**src/rtl/crc16_32_engine.sv**
```systemverilog
// rtl/crc16_32_engine.sv - memory-mapped CRC-16/X.25 and CRC-32 FCS generator/checker
// Optional feature macro: CRC32_EN (undefined builds a 16-bit CRC-16-only engine).
// A write strobe rising edge is captured into evt_q/addr_q/data_q and acted on at the
// following clk edge. A word write folds its low byte first, holds the high byte in
// pend_q and folds it one clk later while busy_q is high.
module crc16_32_engine (
  input  logic        clk,
  input  logic        rst,
  input  logic        iocs,
  input  logic [2:0]  ioaddr,
  input  logic [15:0] din,
  input  logic        iowr,
  input  logic        iord,
  output logic [15:0] dout
);

`ifdef CRC32_EN
  localparam int CW = 32;
`else
  localparam int CW = 16;
`endif

  logic          wr;
  logic          wr_q;
  logic          wr_evt;
  logic          accept;
  logic          evt_q;
  logic [2:0]    addr_q;
  logic [15:0]   data_q;
  logic [CW-1:0] crc_q;
  logic [CW-1:0] crc_fold_d;
  logic [CW-1:0] fcs;
  logic          busy_q;
  logic [7:0]    pend_q;
  logic [7:0]    fold_byte;
  logic          mode;
  logic [15:0]   rdata;

`ifdef CRC32_EN
  logic          mode_q;

  // Eight serial LSB-first steps; CRC-16 mode works on the low half and holds the upper half.
  function automatic logic [31:0] crc_fold(input logic [31:0] c_in, input logic [7:0] d,
                                           input logic m32);
    logic [31:0] c;
    logic [15:0] c16;
    c   = c_in;
    c16 = c_in[15:0];
    for (int i = 0; i < 8; i++) begin
      c   = (c >> 1) ^ ((c[0] ^ d[i]) ? 32'hEDB88320 : 32'h0000_0000);
      c16 = (c16 >> 1) ^ ((c16[0] ^ d[i]) ? 16'h8408 : 16'h0000);
    end
    if (!m32) begin
      c = {c_in[31:16], c16};
    end
    return c;
  endfunction

  assign mode = mode_q;
`else
  // Eight serial LSB-first steps of the CRC-16/X.25 polynomial.
  function automatic logic [15:0] crc_fold(input logic [15:0] c_in, input logic [7:0] d);
    logic [15:0] c16;
    c16 = c_in;
    for (int i = 0; i < 8; i++) begin
      c16 = (c16 >> 1) ^ ((c16[0] ^ d[i]) ? 16'h8408 : 16'h0000);
    end
    return c16;
  endfunction

  assign mode = 1'b0;
`endif

  assign wr     = iocs & iowr;
  assign wr_evt = wr & ~wr_q;
  // Addresses 4-7 are dropped here; byte/word writes are dropped while the high byte is pending,
  // but preset/control writes always get through so they can override a pending byte.
  assign accept = wr_evt & ~ioaddr[2] & (~busy_q | ioaddr[1]);

  // Byte to fold this cycle and the resulting register value.
  always_comb begin
    fold_byte = busy_q ? pend_q : data_q[7:0];
`ifdef CRC32_EN
    crc_fold_d = crc_fold(crc_q, fold_byte, mode_q);
`else
    crc_fold_d = crc_fold(crc_q, fold_byte);
`endif
  end

  // Write-edge capture, preset/control handling and byte/word folding.
  always_ff @(posedge clk) begin
    if (!rst) begin
      wr_q   <= 1'b0;
      evt_q  <= 1'b0;
      addr_q <= 3'd0;
      data_q <= 16'h0000;
      crc_q  <= '1;
      busy_q <= 1'b0;
      pend_q <= 8'h00;
`ifdef CRC32_EN
      mode_q <= 1'b0;
`endif
    end else begin
      wr_q  <= wr;
      evt_q <= accept;
      if (accept) begin
        addr_q <= ioaddr;
        data_q <= din;
      end
      if (evt_q && addr_q[1]) begin
        // Preset (addr 3) or control (addr 2): wins over any pending high byte.
        crc_q  <= '1;
        busy_q <= 1'b0;
`ifdef CRC32_EN
        if (!addr_q[0]) begin
          mode_q <= data_q[0];
        end
`endif
      end else if (busy_q) begin
        crc_q  <= crc_fold_d;
        busy_q <= 1'b0;
      end else if (evt_q) begin
        crc_q <= crc_fold_d;
        if (addr_q[0]) begin
          pend_q <= data_q[15:8];
          busy_q <= 1'b1;
        end
      end
    end
  end

  // Combinational read mux; reads have no side effects.
  always_comb begin
    fcs   = ~crc_q;
    rdata = 16'h0000;
    case (ioaddr)
      3'd0: rdata = fcs[15:0];
`ifdef CRC32_EN
      3'd1: rdata = mode_q ? fcs[31:16] : 16'h0000;
`else
      3'd1: rdata = 16'h0000;
`endif
      3'd2: rdata = {13'b0, busy_q, 1'b0, mode};
      3'd3: rdata = crc_q[15:0];
      default: rdata = 16'h0000;
    endcase
    dout = (iocs & iord) ? rdata : 16'h0000;
  end

endmodule

```
**config.mk**
```make
export PLATFORM = sky130hd
export DESIGN_NAME = crc16_32_engine
export DESIGN_NICKNAME = d
export VERILOG_FILES = /design/src/rtl/crc16_32_engine.sv
export SDC_FILE = /design/constraint.sdc
export NUM_CORES = 1
export LEC_CHECK = 0
export ABC_AREA = 1
export BUFFER_PORTS_ARGS = -buffer_cell sky130_fd_sc_hd__buf_2
export CAP_MARGIN = 30
export CORE_ASPECT_RATIO = 1.1
export CORE_MARGIN = 5
export CORE_UTILIZATION = 43
export CTS_CLUSTER_SIZE = 30
export DETAILED_ROUTE_END_ITERATION = 6
export GPL_ROUTABILITY_DRIVEN = 1
export GPL_TIMING_DRIVEN = 1
export HOLD_SLACK_MARGIN = 0.15
export PLACE_DENSITY = 0.67
export RECOVER_POWER = 25
export SKIP_LAST_GASP = 1
export SYNTH_ARGS = -nofsm -noshare
export SYNTH_HDL_FRONTEND = slang
export SYNTH_SLANG_ARGS = --single-unit
```
**constraint.sdc**
```tcl
create_clock -name clk -period 1.1 [get_ports clk]
set_input_delay 0.165 -clock clk [delete_from_list [all_inputs] [get_ports clk]]
set_output_delay 0.165 -clock clk [all_outputs]
set_load 0.02 [all_outputs]
```
Word-level counts from Yosys, hierarchy flattened
Cells that the tools add are included.
Cells by class
  add/sub/neg operators: 0
  $mul: 0
  div/mod/pow operators: 0
  order comparisons: 0
  eq/ne operators: 2
  shift operators: 0
  multiplexer cells: 14
  bitwise gates (word level): 29
  reductions and logical operators: 6
Operators with widths (count)
  $mux W16: 11
  $xor A15 B16 Y16: 8
  $pmux W16 S3: 1
  $not A16 Y16: 1
  $mux W8: 1
  $xor A1 B1 Y1: 8
  $eq A3 B2 Y1 const B: 2
  $not A1 Y1: 6
  $and A1 B1 Y1: 5
  $reduce_and A4 Y1: 1
  $reduce_or A4 Y1: 1
  $logic_not A3 Y1: 1
  $reduce_bool A2 Y1: 1
  $reduce_or A2 Y1: 1
  $logic_and A1 B1 Y1: 1
  $mux W1: 1
  $or A1 B1 Y1: 1
Storage, ports and cells
  flip-flop bits (word level): 45
  latch bits: 0
  memory bits (writable): 0
  memory bits (read-only): 0
  input port bits: 24
  output and inout port bits: 16
  logic and storage cells: 58
  memories kept: 0

Depth between registers and ports, before layout
  depth in word-level cells: 27
  gate-level depth with buffers: 10

Least setup slack after synthesis
OpenSTA, ideal clock, no wires.
  path type: reg-to-output
  start point: register busy_q
  end point: output dout[2]
  arrival time: 1.262 ns
  data required time: 0.935 ns
  setup slack: -0.327 ns
  stages on the path, launching flop included: 7
  buffers on the path: 2
  path through: dfxtp_1 buf_6 inv_4 buf_6 nor4b_1 a21oi_1 a21oi_1
Between the ends
  cells in the longest elaborated chain, start to end: 2
Ends and longest elaborated chain
  start: declaration: RTL line 33  | logic busy_q;
  start signal: assignment: RTL line 98  | busy_q <= 1'b0;
  start signal: assignment: RTL line 113  | busy_q <= 1'b0;
  start signal: assignment: RTL line 121  | busy_q <= 1'b0;
  $pmux W16 S3: RTL line 136  | case (ioaddr)
  $mux W16: RTL line 147  | dout = (iocs & iord) ? rdata : 16'h0000;
  end: declaration: RTL line 14  | output logic [15:0] dout
Every way passes these cells.

Final worst setup path
  start point: register busy_q
  end point: register crc_q[3]
Between the ends
  cells in the longest elaborated chain, start to end: 13
Ends and longest elaborated chain
  $mux W8: RTL line 82  | fold_byte = busy_q ? pend_q : data_q[7:0];
  $xor A1 B1 Y1: RTL line 66  | c16 = (c16 >> 1) ^ ((c16[0] ^ d[i]) ? 16'h8408 : 16'h0000);
  $mux W16: RTL line 66
  $xor A15 B16 Y16 (8 in series): RTL line 66
  $mux W16: RTL line 122  | end else if (evt_q) begin
  $mux W16: RTL line 119  | end else if (busy_q) begin
  end signal: assignment: RTL line 120  | crc_q <= crc_fold_d;
  end signal: assignment: RTL line 123  | crc_q <= crc_fold_d;
  end: declaration: RTL line 30  | logic [CW-1:0] crc_q;
Several ways; a longest one is shown, not always the timed one. The select of a mux whose other input is x is not followed.
A chain may end at the register's enable or synchronous reset.

==> metrics.yaml <==
sta:
  worst_clock_skew_ns: 0.0138
  slew_violations: 0
  min_period_over_period_pct: 154
  fin_crit_ns: 1.69
  fmax_mhz: 591
  fin_ws_ns: -0.592
  rsz0062_at_grt: "true"
  whs_ns: 0.338
  tightest_slew_ns: 0.300
  hold_viol: 0
  finalSetupViolations: 60
  relSlewSlack_pct: 80.0
power:
  finalPower_mw: 4.12
  power_density_nw_per_um2: 832
  p_leak_nw: 2.05
  vdd_drop_max_uv: 845
clock_network:
  clock_sinks: 45
  cts.reportedPaths.clkPinSlew_ns: 0.11
  clock_latency_ns: 0.33
  cts_buffer_depth: 2
  cts_buffers: 5
  htreeDepth: 2
  cts_root_buf: "clkbuf_8"
  cts_tree: "built"
synthesis:
  syn_inst: 386
  synth.avg_cell_area_um2: 6.45
  yosysUniqueCellTypes: 27
  ys_warn_count: 0
  synth-seq-cells: 45
  ys_seq_area_share_pct: 36.2
  synthesis.area_um2: 2490
  synth_fp_nets: 410
route:
  ant_nets: 0
  wirelength_um: 13100
  viasPerCell: 6.23
  drc: 0
  drt-initial-drc-count: 430
  first_pass_iters: 6
  vias: 3661
  wl_per_cell_um: 22.2
critical_path:
  crit_type: "flop to flop"
  crit_path_frequent_cell: "nand2_1"
  start_kind: "flop"
  cp.required_ns: 1.32
  cp-end-kind: "flop"
  worstPathCellList: "inv_8, buf_4, buf_16, nand2_2, nand3_1, nand2_1, nand2_1, nand2_2, nand2_1, nand3_1, nand2_1"
  critPathArrivalTime_ns: 1.92
  cpPeakStageDelay_ns: 0.40
  slowest_stage: "dfxtp_4"
  cp_max_fo: 7
  worstRegToRegCells: 11
status:
  status: "finished, violations left"
  failed_checks: "negative setup slack"
placement:
  finalWeightedCongestion: 0.911
  pre_cts_ws_ns: -0.184
  portBuffers: 39
  hpwl_um: 4990
run:
  cap_viol_max_count: 0
die:
  coreArea_um2: 5700
  dieWidth_um: 82.6
  ios: 40
  std_cell_rows: 29
  dieArea_um2: 7420
  fp.dieH_um: 89.8
  initial_core_util_pct: 43.7
global_route:
  grt_use_total_pct: 27.0
  grt_pass1_wl_um: 15800
  grt_overflow: 0
  grt_max_degree: 26
  grt_pass1_vias: 3227
  grt_antenna_before_repair: 0
final_layout:
  diodes: 0
  syn_to_final_growth_pct: 98.6
  final_cell_mix: "buf_4, nand2_1, dfxtp_1, buf_6, nand2_4"
  regArea_um2: 945
  fin_nets: 534
  drive_above_1_share_pct: 61.3
  fill_cells: 261
  multi_input_area_um2: 2340
  layout_commonest_cell: "buf_4"
min_path:
  hold_class: "input port to flop"
  hold_path_depth: 4
==> flip-flops by register name (all words and copies together), names as in the netlist <==
register / cells
evt_q: 1
data_q: 16
busy_q: 1
addr_q: 2
pend_q: 8
crc_q: 16
wr_q: 1
==> synthesized netlist by cell type <==
cell type / number / area share (%)
a21oi_1: 30 / 6.0
a21oi_2: 1 / 0.35
buf_2: 4 / 0.80
buf_4: 3 / 0.90
buf_6: 3 / 1.4
clkbuf_1: 4 / 0.60
clkbuf_2: 1 / 0.20
dfxtp_1: 45 / 36
inv_1: 33 / 5.0
inv_2: 4 / 0.60
inv_4: 1 / 0.25
nand2_1: 84 / 13
nand2_2: 5 / 1.3
nand3_1: 60 / 12
nor2_1: 52 / 7.8
nor2_2: 2 / 0.50
nor2_4: 1 / 0.45
nor3_1: 11 / 2.2
nor3_2: 4 / 1.6
nor3_4: 1 / 0.65
nor4b_1: 1 / 0.35
o211ai_1: 5 / 1.5
o21ai_0: 25 / 5.0
o21ai_1: 3 / 0.60
o21bai_2: 1 / 0.45
or2_1: 1 / 0.25
xor2_1: 1 / 0.35
==> cells by family after synthesis <==
logic type	synth area share (%)
xor+xnor	0.352
compound gates	14.0
buf+inv	9.69
flops	36.2
simple gates	39.8
==> where the power goes <==
group          leakage, nW  switching, mW  internal, mW  total (mW)
Combinational         1.63          0.679         0.501        1.18
Sequential           0.364         0.0752          1.68        1.75
Clock               0.0511          0.706         0.481        1.19
Total                 2.05           1.46          2.66        4.12
==> area by class of cell <==
type                       count  share of cell area, %
inverter                      38                   3.49
timing repair buffer         131                   26.1
clock inverter                 3                  0.582
multi-input combinational    289                   47.4
tap                           77                   1.95
clock buffer                   5                   1.39
sequential                    45                   19.1
==> repair_timing <==
action	CTS	global route
cloned	6	2
hold buffers	20	1
pin swaps	45	26
endpoints found under the setup margin	59	60
gates resized for setup	226	98
buffers inserted	24	11
hold endpoints to repair	20	1
==> routing by layer <==
layer  track usage [%]  wire [um]  vias up
li1                  -          -     1527
met1              33.7       4480     1687
met2              44.7       6080      318
met3              5.10       1260      129
met4              11.3       1250        0
met5                 0          0        -
==> metrics by stage <==
step,instances,util [%],setup TNS [ns],cell area (um^2)
2_1_floorplan,386,-,-1.50,2710
3_3_place_gp,517,55.6,-6.42,3170
3_5_place_dp,517,55.6,-6.98,3170
4_1_cts,575,77.1,-14.62,4390
5_1_grt,588,86.9,-21.11,4950
6_report,588,86.9,-19.50,4950
==> worst max-delay path, delay by kind of cell, from the launching register on <==
family | cells | cell delay (ns)
buf+inv | 3 | 0.34
simple gates | 8 | 0.84
flops | 1 | 0.40
==> path summary, 6_finish.rpt <==
path / end / start / slack (ns)
worst max register to register: crc_q[3] / busy_q / -0.59
worst min-delay path: data_q[9] / rst / 0.34
worst min register to register: data_q[8] / data_q[8] / 0.51
worst max-delay path: crc_q[3] / busy_q / -0.59
No activity file was read; power rests on OpenSTA's default activity.
